`src/rtl/multicycle_controller.sv`:
```
// Multi-cycle RISC-V control FSM: sequences FETCH/DECODE/EXEC/MEM/WB over a shared memory
// with a ready handshake, plus halt/illegal/bus-timeout traps and a retired-instruction counter.
module multicycle_controller #(
    parameter int unsigned TIMEOUT = 16,
    parameter int unsigned CNT_W   = 32
) (
    input  logic             clk,
    input  logic             reset,
    input  logic [6:0]       Opcode,
    input  logic             mem_ready,
    output logic             mem_req,
    output logic             PCWrite,
    output logic             IRWrite,
    output logic             ALUSrc,
    output logic             MemtoReg,
    output logic             RegWrite,
    output logic             MemRead,
    output logic             MemWrite,
    output logic             Branch,
    output logic             JalrSel,
    output logic [1:0]       ALUOp,
    output logic [1:0]       RWSel,
    output logic [2:0]       state_o,
    output logic             halted,
    output logic             illegal,
    output logic             bus_error,
    output logic [CNT_W-1:0] instret
);

    typedef enum logic [2:0] {
        StFetch  = 3'd0,
        StDecode = 3'd1,
        StExec   = 3'd2,
        StMem    = 3'd3,
        StWb     = 3'd4,
        StHalted = 3'd5,
        StTrap   = 3'd6
    } state_e;

    typedef enum logic [3:0] {
        ClsNone,
        ClsR,
        ClsImm,
        ClsLw,
        ClsSw,
        ClsBr,
        ClsLui,
        ClsJal,
        ClsJalr,
        ClsHalt
    } cls_e;

    localparam logic [6:0] OpR    = 7'b0110011;
    localparam logic [6:0] OpImm  = 7'b0010011;
    localparam logic [6:0] OpLw   = 7'b0000011;
    localparam logic [6:0] OpSw   = 7'b0100011;
    localparam logic [6:0] OpBr   = 7'b1100011;
    localparam logic [6:0] OpLui  = 7'b0110111;
    localparam logic [6:0] OpJal  = 7'b1101111;
    localparam logic [6:0] OpJalr = 7'b1100111;
    localparam logic [6:0] OpHalt = 7'b1111111;

    // Counter only has to reach TIMEOUT-1: the trap fires on that wait cycle.
    localparam int unsigned    TmoW    = (TIMEOUT > 1) ? $clog2(TIMEOUT) : 1;
    localparam logic [TmoW-1:0] TmoLast = TmoW'(TIMEOUT - 1);

    state_e            state_q, state_d;
    cls_e              cls_q, cls_d, op_cls;
    logic [TmoW-1:0]   tmo_q, tmo_d;
    logic [CNT_W-1:0]  instret_q, instret_d;
    logic              illegal_q, illegal_d;
    logic              bus_err_q, bus_err_d;
    logic              tmo_hit;
    logic              in_wait;
    logic              asrc_cls;
    logic [1:0]        aop_cls;

    always_comb begin
        op_cls = ClsNone;
        case (Opcode)
            OpR:     op_cls = ClsR;
            OpImm:   op_cls = ClsImm;
            OpLw:    op_cls = ClsLw;
            OpSw:    op_cls = ClsSw;
            OpBr:    op_cls = ClsBr;
            OpLui:   op_cls = ClsLui;
            OpJal:   op_cls = ClsJal;
            OpJalr:  op_cls = ClsJalr;
            OpHalt:  op_cls = ClsHalt;
            default: op_cls = ClsNone;
        endcase
    end

    assign in_wait = (state_q == StFetch) || (state_q == StMem);
    // A ready in the timeout cycle completes the request instead of trapping.
    assign tmo_hit = (TIMEOUT != 0) && in_wait && !mem_ready && (tmo_q == TmoLast);

    // State register.
    always_ff @(posedge clk) begin
        if (reset) begin
            state_q <= StFetch;
        end else begin
            state_q <= state_d;
        end
    end

    // Next-state logic.
    always_comb begin
        state_d = state_q;
        unique case (state_q)
            StFetch: begin
                if (mem_ready) begin
                    state_d = StDecode;
                end else if (tmo_hit) begin
                    state_d = StTrap;
                end
            end
            StDecode: begin
                if (op_cls == ClsHalt) begin
                    state_d = StHalted;
                end else if (op_cls == ClsNone) begin
                    state_d = StTrap;
                end else begin
                    state_d = StExec;
                end
            end
            StExec: begin
                if (cls_q == ClsBr) begin
                    state_d = StFetch;
                end else if ((cls_q == ClsLw) || (cls_q == ClsSw)) begin
                    state_d = StMem;
                end else begin
                    state_d = StWb;
                end
            end
            StMem: begin
                if (mem_ready) begin
                    state_d = (cls_q == ClsSw) ? StFetch : StWb;
                end else if (tmo_hit) begin
                    state_d = StTrap;
                end
            end
            StWb:     state_d = StFetch;
            StHalted: state_d = StHalted;
            StTrap:   state_d = StTrap;
            default:  state_d = StTrap;
        endcase
    end

    always_comb begin
        cls_d     = (state_q == StDecode) ? op_cls : cls_q;
        illegal_d = illegal_q | ((state_q == StDecode) && (op_cls == ClsNone));
        bus_err_d = bus_err_q | tmo_hit;
        instret_d = instret_q + CNT_W'(PCWrite);
        if (state_d != state_q) begin
            tmo_d = '0;
        end else if (in_wait && !mem_ready) begin
            tmo_d = tmo_q + TmoW'(1);
        end else begin
            tmo_d = tmo_q;
        end
    end

    always_ff @(posedge clk) begin
        if (reset) begin
            cls_q     <= ClsNone;
            tmo_q     <= '0;
            instret_q <= '0;
            illegal_q <= 1'b0;
            bus_err_q <= 1'b0;
        end else begin
            cls_q     <= cls_d;
            tmo_q     <= tmo_d;
            instret_q <= instret_d;
            illegal_q <= illegal_d;
            bus_err_q <= bus_err_d;
        end
    end

    // JALR uses the add encoding: its target is rs1 + imm.
    always_comb begin
        asrc_cls = (cls_q == ClsLw) || (cls_q == ClsSw) || (cls_q == ClsImm) ||
                   (cls_q == ClsJalr);
        unique case (cls_q)
            ClsBr:         aop_cls = 2'b01;
            ClsR, ClsImm:  aop_cls = 2'b10;
            ClsJal, ClsLui: aop_cls = 2'b11;
            default:       aop_cls = 2'b00;
        endcase
    end

    // Output logic; reset forces every control low so an abandoned instruction writes nothing.
    always_comb begin
        mem_req  = 1'b0;
        PCWrite  = 1'b0;
        IRWrite  = 1'b0;
        ALUSrc   = 1'b0;
        MemtoReg = 1'b0;
        RegWrite = 1'b0;
        MemRead  = 1'b0;
        MemWrite = 1'b0;
        Branch   = 1'b0;
        JalrSel  = 1'b0;
        ALUOp    = 2'b00;
        RWSel    = 2'b00;
        if (!reset) begin
            unique case (state_q)
                StFetch: begin
                    mem_req = 1'b1;
                    MemRead = 1'b1;
                    IRWrite = mem_ready;
                end
                StExec: begin
                    ALUSrc  = asrc_cls;
                    ALUOp   = aop_cls;
                    JalrSel = (cls_q == ClsJalr);
                    Branch  = (cls_q == ClsBr);
                    PCWrite = (cls_q == ClsBr);
                end
                StMem: begin
                    mem_req  = 1'b1;
                    ALUSrc   = asrc_cls;
                    ALUOp    = aop_cls;
                    MemRead  = (cls_q == ClsLw);
                    MemWrite = (cls_q == ClsSw);
                    PCWrite  = (cls_q == ClsSw) && mem_ready;
                end
                StWb: begin
                    ALUSrc   = asrc_cls;
                    ALUOp    = aop_cls;
                    RegWrite = 1'b1;
                    PCWrite  = 1'b1;
                    MemtoReg = (cls_q == ClsLw);
                    Branch   = (cls_q == ClsJal);
                    JalrSel  = (cls_q == ClsJalr);
                    if ((cls_q == ClsJal) || (cls_q == ClsJalr)) begin
                        RWSel = 2'b01;
                    end else if (cls_q == ClsLui) begin
                        RWSel = 2'b10;
                    end
                end
                default: ;
            endcase
        end
    end

    assign state_o   = state_q;
    assign halted    = (state_q == StHalted);
    assign illegal   = illegal_q;
    assign bus_error = bus_err_q;
    assign instret   = instret_q;

endmodule
```
`config.mk`:
```
export PLATFORM = sky130hd
export DESIGN_NAME = multicycle_controller
export DESIGN_NICKNAME = d
export VERILOG_FILES = /design/src/rtl/multicycle_controller.sv
export SDC_FILE = /design/constraint.sdc
export NUM_CORES = 1
export LEC_CHECK = 0
export ABC_AREA = 1
export CORE_MARGIN = 10
export CORE_UTILIZATION = 54
export CTS_CLUSTER_SIZE = 25
export DETAILED_ROUTE_END_ITERATION = 8
export PLACE_DENSITY = 0.85
export SKIP_CTS_REPAIR_TIMING = 1
export SLEW_MARGIN = 40
export SYNTH_ARGS = -nofsm -noshare
export SYNTH_HDL_FRONTEND = slang
export SYNTH_SLANG_ARGS = --single-unit
```
`constraint.sdc`:
```
create_clock -name clk -period 5.9 [get_ports clk]
set_clock_uncertainty 0.2 [all_clocks]
set_input_delay 0.59 -clock clk [delete_from_list [all_inputs] [get_ports clk]]
set_output_delay 0.59 -clock clk [all_outputs]
set_load 0.01 [all_outputs]
```
==> metrics, run 1 <==
status=completed; diode count=0; Num CTS Buffers=5; synthesized flop and latch total=between 40 and 50; Core Rows=25; vias=2845; initial antenna violation count=0; Yosys top cell by area=dfxtp_1; largest net degree at the start of global routing=34; num ports=62; Setup Crit Path Kind=in -> reg; max-slew violations=0; NumNets Final=490; Final Cell Area=roughly 3500 um2; Routed Antenna Nets=0; first drt pass iteration count=5; initial core utilization=0.567; first-pass GRT wire length=about 12000 um; Worst-Skew Late Latency=around 0.30 ns; clk sinks=45; Seq/Total Area, Yosys=0.330; Cell Pwr Density=between 200 and 250 nW/um2; RePlAce Congestion=around 0.9; P_leak=~1.3 nW; RSZ-0062 raised after global routing=false; final WL=7090 um; Setup crit end kind=flip-flop; die footprint=roughly 8300 um2; CTS tree=yes; most used flip-flop cell after synthesis=dfxtp_1; Placed Area=between 3000 and 4000 um2; # fillers=~420; HP Class=reg -> reg; final hold vios=0; Slew @ Worst Pin=0.514 ns; GRT met2 Usage=0.287; Layout area overhead=29.0%; WHS=approximately 0.26 ns; Root Driver=clkbuf_8; layout cell share with drive strength beyond 1=0.0858; fmax=around 270 MHz; share of the synthesized area in the top cell type=0.330; MaxCap Viol Count=0; Clock Tree Buf Depth=2; count leader, synth=nand2_1; Final Cycle Share=0.617; global router's overall resource usage=0.171; worst relative slew slack=0.654; Critical Path Start Type=primary input; setup TNS=0 ns; Die Wd=about 91 um; routed len/inst=13.0 um; DR DRC count=0; Tmin final=about 3.6 ns; synthesized area=approximately 2700 um2; gate count after technology mapping=approximately 410; vias per cell=5.22; Power Total=~0.00085 W; Worst Path Required=5.90 ns; Synth async-reset ratio=0; PortBufs=61; GRT overflow=0; CP max FO=33; top cells by count, synth=nand2_1 (83), nor2_1 (67), inv_1 (58), dfxtp_1 (45), a21oi_1 (29); Core ar.=4820 um2; number of global-route vias before repair=between 2000 and 3000; EDFF count, synth=0; Final HPWL DP=approximately 5700 um; Max rail drop VDD=0.139 mV; H-tree depth=2; most used routing layer=met2; distinct cell type count after synthesis=38; Critical Path AT=roughly 3.6 ns; clock-pin slew on the worst setup and hold paths=about 0.080 ns; Initial DRC Count=296; top cells by area, synth=dfxtp_1 (33%), nand2_1 (11%), nor2_1 (9.2%); met3 usage=0.0461; Syn Nets=about 430; Synth Area per Inst=6.60 um2; Final setup viols=0; met1 Usage GRT=0.205; chip height=91.1 um; yosys warns=0
## registers in the layout, indices dropped and copies added, names as in the netlist
name and flops:
state_o 3, cls_q 4, instret 32, bus_error 1, illegal 1, tmo_q 4
## final cells by class
| type | instances | area (um2) | share of cell area |
|---|---|---|---|
| Multi-Input combinational cell | 303 | 1580 | 0.448 |
| Sequential cell | 45 | 901 | 0.256 |
| Timing Repair Buffer | 62 | 618 | 0.175 |
| Inverter | 60 | 225 | 0.0639 |
| Clock buffer | 7 | 86.3 | 0.0245 |
| Tap cell | 67 | 83.8 | 0.0238 |
| Clock inverter | 1 | 30.0 | 0.00852 |
## worst max-delay path, stage by stage
cell	delay, ns
clkdlybuf4s50_1	0.39
buf_4	0.25
inv_1	0.44
nand2_1	0.19
a31oi_1	0.23
ha_1	0.22
ha_1	0.19
nand2_2	0.08
nor2_4	0.14
nand2_2	0.08
nor2_4	0.13
nand2_4	0.08
nor2_8	0.14
nand3_4	0.10
nor3_2	0.18
nand2_1	0.09
nand2_1	0.06
nor2_1	0.04
## metal layers
layer	up-vias	wire, um
li1	1458	-
met1	1281	3150
met2	94	3310
met3	12	488
met4	0	145
met5	-	0
## metrics by stage
| stage | setup WS (ns) | util | instances |
|---|---|---|---|
| after CTS | 2.31 | 0.732 | 545 |
| final | 2.26 | 0.732 | 545 |
| after global routing | 2.00 | 0.732 | 545 |
| after global placement | 2.07 | 0.708 | 537 |
| after detailed placement | 2.00 | 0.708 | 537 |
| after floorplan | 2.92 | - | 414 |
## kinds of logic after synthesis
group | share of synthesized area
adders and majority gates | 0.0137
DFF | 0.330
buffers and inverters | 0.0920
AOI/OAI and AO/OA | 0.114
xor gates and xnor gates | 0.0224
muxes | 0.00366
and+or+nand+nor | 0.425
## power by group
| part | switching [W] | total, W | internal [W] |
|---|---|---|---|
| sequential | 0.0000217 | 0.000343 | 0.000321 |
| combinational | 0.000163 | 0.000269 | 0.000106 |
| clock | 0.000103 | 0.000241 | 0.000138 |
| total | 0.000288 | 0.000854 | 0.000566 |
## worst paths after layout
| path | startpoint | endpoint | slack (ns) | cells past startpoint |
|---|---|---|---|---|
| setup / recovery | reset | instret[30] | 2.26 | 18 |
| hold / removal | bus_error | bus_error | 0.26 | 2 |
| setup reg to reg | state_o[1] | instret[30] | 2.81 | 18 |
| hold reg to reg | bus_error | bus_error | 0.26 | 2 |
## layout by cell type (no fill, tap or decap), types with 6 or more instances in the layout
cell type,n
nand2_2,6
inv_1,58
dfxtp_1,45
nand2_1,83
nand3_1,19
clkdlybuf4s50_1,61
clkbuf_8,6
nor3_1,19
a21oi_1,29
nor2_4,6
o21ai_0,11
a31oi_1,6
nand4_1,10
nor2_1,67
Note: power is estimated with default switching activity, not from simulation.
==> inputs of run 2 (changes only) <==
--- a/config.mk
+++ b/config.mk
@@ -7,10 +7,10 @@
 export LEC_CHECK = 0
 export ABC_AREA = 1
 export CORE_MARGIN = 10
-export CORE_UTILIZATION = 54
+export CORE_UTILIZATION = 46
 export CTS_CLUSTER_SIZE = 25
 export DETAILED_ROUTE_END_ITERATION = 8
-export PLACE_DENSITY = 0.85
+export PLACE_DENSITY = 0.77
 export SKIP_CTS_REPAIR_TIMING = 1
 export SLEW_MARGIN = 40
 export SYNTH_ARGS = -nofsm -noshare
==> constraint.sdc (replaced) <==
create_clock -name clk -period 3 [get_ports clk]
set_clock_uncertainty 0.2 [all_clocks]
set_input_delay 0.3 -clock clk [delete_from_list [all_inputs] [get_ports clk]]
set_output_delay 0.3 -clock clk [all_outputs]
set_load 0.01 [all_outputs]
==> run 2 against run 1 <==
  * Clock power is 96% higher
  * Design area is 4.0% higher
  * Sequential cell count stayed put
  * Combinational power is 110% higher
  * Die area is 13% higher
==> metrics, run 2 (same netlist as run 1, synthesis figures left out) <==
commonest non-fill, non-tap cell in the layout=nand2_1 (unchanged); worst relative slew slack=0.658 (was 0.654); first drt pass iteration count=5 (unchanged); layout cell share with drive strength beyond 1=0.131 (was 0.0858); HP Class=reg -> reg (unchanged); Clock Tree Buf Depth=2 (unchanged); H-tree depth=2 (unchanged); final hold vios=0 (unchanged); r2r setup slk=0.21 ns (was 2.81 ns); clock-pin slew on the worst setup and hold paths=0.08 ns (about the same); global router's overall resource usage=0.150 (was 0.171); fmax=358 MHz; Worst-Skew Late Latency=0.29 ns (was 0.30 ns); num ports=62 (unchanged); first-pass GRT wire length=12400 um (was 12200 um); PortBufs=61 (unchanged); initial antenna violation count=0 (unchanged); footprint of the multi-input gates=1630 um2 (was 1580 um2); number of global-route vias before repair=2751 (was 2730); cells on worst reg2reg path=17 (was 18); vias per cell=5.14 (was 5.22); initial core utilization=0.467 (was 0.567); Critical Path AT=2.81 ns (was 3.64 ns); status=completed (unchanged); HP Start=bus_error (unchanged); CP most frequent cell=nand2_2 (was nand2_1); CTS tree=yes (unchanged); Core Rows=28 (was 25); max-slew violations=0 (unchanged); Final HPWL DP=5640 um (was 5700 um); Layout area overhead=34.2% (was 29.0%); chip height=97.1 um (was 91.1 um); Worst Path Required=3.02 ns (was 5.90 ns); clk sinks=45 (unchanged); Slew @ Worst Pin=0.508 ns (was 0.514 ns); end of the worst hold path=bus_error (unchanged); Reg area=905 um2 (was 901 um2); diode count=0 (unchanged); Crit path largest cell delay=0.39 ns (was 0.44 ns); routed len/inst=13.1 um (was 13.0 um); Setup crit end kind=flip-flop (unchanged); die footprint=9420 um2 (was 8310 um2); WHS Path Cells=2 (unchanged); setup TNS=0 ns (unchanged); Root Driver=clkbuf_8 (unchanged); NumNets Final=500 (was 490); Core ar.=5850 um2 (was 4820 um2); vias=2894 (was 2845); max FFs per register=32 (unchanged); Cell Pwr Density=473 nW/um2 (was 242 nW/um2); CP max FO=7 (was 33); P_leak=1.39 nW (was 1.33 nW); reg2reg end=instret[20] (was instret[30]); final WL=7350 um (was 7090 um); GRT overflow=0 (unchanged); Worst R2R Start=cls_q[0] (was state_o[1]); Max rail drop VDD=0.217 mV (was 0.139 mV); largest net degree at the start of global routing=33 (was 34); Final Cycle Share=0.930; highest-count cells in the layout ignoring fill and taps=nand2_1 (80), nor2_1 (65), clkdlybuf4s50_1 (61), inv_1 (58), dfxtp_1 (42) (was nand2_1 (83), nor2_1 (67), clkdlybuf4s50_1 (61), inv_1 (58), dfxtp_1 (45)); Setup Crit Path Kind=reg -> reg (was in -> reg); Die Wd=97.1 um (was 91.1 um); CP cell instances=nor2_1, nand2_2, nor2_2, nand2_1, a31oi_4, ha_2, ha_1, nand2_2, nor2_4, nand2_2, nor2_4, nand2_4, nor2_8, buf_4, nand2_2, o21ai_1, nor3b_1 (was clkdlybuf4s50_1, buf_4, inv_1, nand2_1, a31oi_1, ha_1, ha_1, nand2_2, nor2_4, nand2_2, nor2_4, nand2_4, nor2_8, nand3_4, nor3_2, nand2_1, nand2_1, nor2_1); DR DRC count=0 (unchanged); Worst path slowest cell=dfxtp_1 (was inv_1); Routed Antenna Nets=0 (unchanged); Initial DRC Count=153 (was 296); Critical Path Start Type=flip-flop (was primary input); RePlAce Congestion=0.908 (was 0.904); # fillers=533 (was 424); Num CTS Buffers=5 (unchanged); MaxCap Viol Count=0 (unchanged); Tmin final=about 2.8 ns; Core Util, Final=0.627 (was 0.732); Final setup viols=0 (unchanged)
-- run 2: worst max-delay path by stage --
stage	from	cells after the start	slack [ns]	end
global route	cls_q[2]	18	-0.003	instret[20]
detailed placement	mem_ready	17	-0.03	instret[20]
floorplan	state_o[1]	17	0.08	instret[26]
global placement	mem_ready	17	0.09	instret[26]
CTS	cls_q[2]	18	0.02	instret[20]
finish	cls_q[0]	17	0.21	instret[20]
-- run 2: layout make-up --
type | count | share of cell area
inverter | 60 | 0.0621
clock buffer | 7 | 0.0235
multi-input combinational | 303 | 0.445
clock inverter | 1 | 0.00819
tap | 75 | 0.0256
sequential | 45 | 0.247
timing repair buffer | 72 | 0.189
-- run 2: per-layer routing --
layer / up-vias / track usage / part of all wire
met3: 9 / 0.0370 / 0.065
met5: - / 0 / 0
li1: 1475 / - / -
met4: 0 / 0.0386 / 0.0098
met1: 1334 / 0.189 / 0.45
met2: 76 / 0.248 / 0.48
-- run 2: stage by stage --
stage | hold WS [ns] | power (W) | cell area [um2] | setup slack [ns] | cells
after floorplan | 0.274 | 0.00104 | 2730 | 0.0774 | 414
after global placement | 0.238 | 0.00122 | 3490 | 0.0856 | 555
after detailed placement | 0.243 | 0.00123 | 3490 | -0.0286 | 555
after CTS | 0.256 | 0.00170 | 3610 | 0.0175 | 563
after global routing | 0.297 | 0.00185 | 3670 | -0.00330 | 563
final | 0.252 | 0.00174 | 3670 | 0.210 | 563
-- run 2: power breakdown --
group          leakage, nW  total [W]  internal [W]  switching (W)
Sequential           0.365   0.000687      0.000635      0.0000517
Combinational        0.965   0.000576      0.000231       0.000345
Clock               0.0585   0.000473      0.000272       0.000201
-- run 2: worst max-delay path, delay by kind of cell (launching register included) --
family | cells | cell delay [ns]
buffers and inverters | 1 | 0.14
DFF | 1 | 0.39
adders and majority gates | 2 | 0.37
and+or+nand+nor | 12 | 1.35
AOI/OAI and AO/OA | 2 | 0.25
==> inputs of run 3 (changes only) <==
--- a/config.mk
+++ b/config.mk
@@ -7,10 +7,10 @@
 export LEC_CHECK = 0
 export ABC_AREA = 1
 export CORE_MARGIN = 10
-export CORE_UTILIZATION = 46
+export CORE_UTILIZATION = 51
 export CTS_CLUSTER_SIZE = 25
 export DETAILED_ROUTE_END_ITERATION = 8
-export PLACE_DENSITY = 0.77
+export PLACE_DENSITY = 0.81
 export SKIP_CTS_REPAIR_TIMING = 1
 export SLEW_MARGIN = 40
 export SYNTH_ARGS = -nofsm -noshare
==> constraint.sdc (replaced) <==
create_clock -name clk -period 2.9 [get_ports clk]
set_clock_uncertainty 0.2 [all_clocks]
set_input_delay 0.29 -clock clk [delete_from_list [all_inputs] [get_ports clk]]
set_output_delay 0.29 -clock clk [all_outputs]
set_load 0.05 [all_outputs]
==> run 3 against run 2 <==
  * Utilization grew 13 points
  * Largest power group is now combinational cells
  * Combinational power grew 43%
  * Sequential power grew 5.4%
  * Design area grew 5.5%
==> metrics, run 3 (same netlist as run 1, synthesis figures left out) <==
status=completed (unchanged); Initial DRC Count=259 (was 153); Final Cell Area=3870 um2 (was 3670 um2); RePlAce Congestion=0.933 (was 0.908); WHS Path Cells=2 (unchanged); Place WS=-0.0602 ns (was -0.0286 ns); Placed Area=3730 um2 (was 3490 um2); chip height=93.2 um (was 97.1 um); final hold vios=0 (unchanged); Root Driver=clkbuf_8 (unchanged); max FFs per register=32 (unchanged); Setup WS post-layout=0.163 ns (was 0.210 ns); fmax=365 MHz (was 358 MHz); Comb power frac=0.428 (was 0.332); global router's overall resource usage=0.173 (was 0.150); Core Rows=26 (was 28); initial antenna violation count=0 (unchanged); CTS tree=yes (unchanged); H-tree depth=2 (unchanged); die footprint=8690 um2 (was 9420 um2); Worst-Skew Late Latency=0.30 ns (was 0.29 ns); Cell Pwr Density=496 nW/um2 (was 473 nW/um2); commonest non-fill, non-tap cell in the layout=nand2_1 (unchanged); Sw Share=0.413 (was 0.344); num ports=62 (unchanged); Max rail drop VDD=0.379 mV (was 0.217 mV); NumNets Final=504 (was 500); P_leak=1.48 nW (was 1.39 nW); Core Util, Final=0.752 (was 0.627); DR DRC count=0 (unchanged); Core ar.=5140 um2 (was 5850 um2); routed len/inst=13.7 um (was 13.1 um); Layout area overhead=41.5% (was 34.2%); max-slew violations=0 (unchanged); HP Class=reg -> reg (unchanged); Critical Path AT=2.72 ns (was 2.81 ns); PortBufs=61 (unchanged); Power Total=0.00192 W (was 0.00174 W); Die Wd=93.2 um (was 97.1 um); GRT overflow=0 (unchanged); highest-count cells in the layout ignoring fill and taps=nand2_1 (80), nor2_1 (63), inv_1 (58), clkdlybuf4s50_1 (47), dfxtp_1 (41) (was nand2_1 (80), nor2_1 (65), clkdlybuf4s50_1 (61), inv_1 (58), dfxtp_1 (42)); setup TNS=0 ns (unchanged); final WL=7710 um (was 7350 um); initial core utilization=0.532 (was 0.467); clock-pin slew on the worst setup and hold paths=0.08 ns (about the same); layout cell share with drive strength beyond 1=0.179 (was 0.131); Final Cycle Share=0.944 (was 0.930); sequential share of power=0.377 (was 0.396); Tmin final=2.74 ns (was 2.79 ns); worst relative slew slack=0.646 (was 0.658); cells on worst reg2reg path=17 (unchanged); Final setup viols=0 (unchanged); Final HPWL DP=6020 um (was 5640 um); Clock Tree Buf Depth=2 (unchanged); vias per cell=5.32 (was 5.14); Num CTS Buffers=5 (unchanged); largest net degree at the start of global routing=33 (unchanged); Routed Antenna Nets=0 (unchanged); first-pass GRT wire length=12600 um (was 12400 um); reg2reg end=instret[26] (was instret[20]); MaxCap Viol Count=0 (unchanged); Critical Path Start Type=flip-flop (unchanged); number of global-route vias before repair=2719 (was 2751); Worst Path Required=2.88 ns (was 3.02 ns); end of the worst hold path=bus_error (unchanged); clock power share=0.195 (was 0.273); Slew @ Worst Pin=0.530 ns (was 0.508 ns); first drt pass iteration count=4 (was 5); r2r setup slk=0.16 ns (was 0.21 ns); diode count=0 (unchanged); Setup Crit Path Kind=reg -> reg (unchanged); vias=2983 (was 2894); Worst R2R Start=state_o[0] (was cls_q[0]); CP max FO=7 (unchanged); Int Power=0.00113 W (was 0.00114 W); clk sinks=45 (unchanged); Setup crit end kind=flip-flop (unchanged); HP Start=bus_error (unchanged); P_sw=0.000793 W (was 0.000598 W)
run 3: worst max path at each step:
| stage | startpoint | endpoint |
|---|---|---|
| after global routing | cls_q[0] | instret[20] |
| after detailed placement | mem_ready | instret[28] |
| after global placement | mem_ready | instret[28] |
| after floorplan | state_o[2] | instret[26] |
| final | state_o[0] | instret[26] |
| after CTS | cls_q[2] | instret[28] |
run 3: layer usage:
layer | vias to the layer above | GRT usage | wire length (um)
met3 | 14 | 0.0456 | 516
met5 | - | 0 | 0
li1 | 1488 | - | -
met4 | 0 | 0.0476 | 129
met2 | 97 | 0.294 | 3790
met1 | 1384 | 0.210 | 3280
run 3: layout make-up:
class | count | area (um2)
repair buffers | 76 | 863
fillers | 426 | 1270
flip-flops and latches | 45 | 913
clock inverters | 1 | 5.00
multi-input cells | 303 | 1700
well taps | 70 | 87.6
clock buffers | 6 | 72.6
inverters | 60 | 228
run 3: worst max-delay path, stage by stage, from the launching register on:
cell and delay, ns:
dfxtp_4 0.38, nor2_4 0.17, nand2_2 0.14, nand2_1 0.10
nand2_2 0.10, a31oi_4 0.19, ha_4 0.17, ha_4 0.14
nand2_4 0.06, nor2_4 0.12, nand2_2 0.07, nor2_4 0.13
nand2_4 0.08, nor2_8 0.13, nand3_4 0.08, nor2_2 0.15
nand2_1 0.05, nor3b_2 0.15
run 3: metrics by stage:
step	std cells	hold slack, ns
after global placement	553	0.241
after floorplan	414	0.303
final	561	0.262
after CTS	560	0.263
after detailed placement	553	0.250
after global routing	561	0.289
run 3: power groups by stage:
stage | clock network [W] | logic [W] | registers [W]
finish | 0.000375 | 0.000821 | 0.000724
global route | 0.000405 | 0.000886 | 0.000730
CTS | 0.000379 | 0.000795 | 0.000717
detailed placement | 0 | 0.000792 | 0.000731
global placement | 0 | 0.000781 | 0.000731
floorplan | 0 | 0.000472 | 0.000793
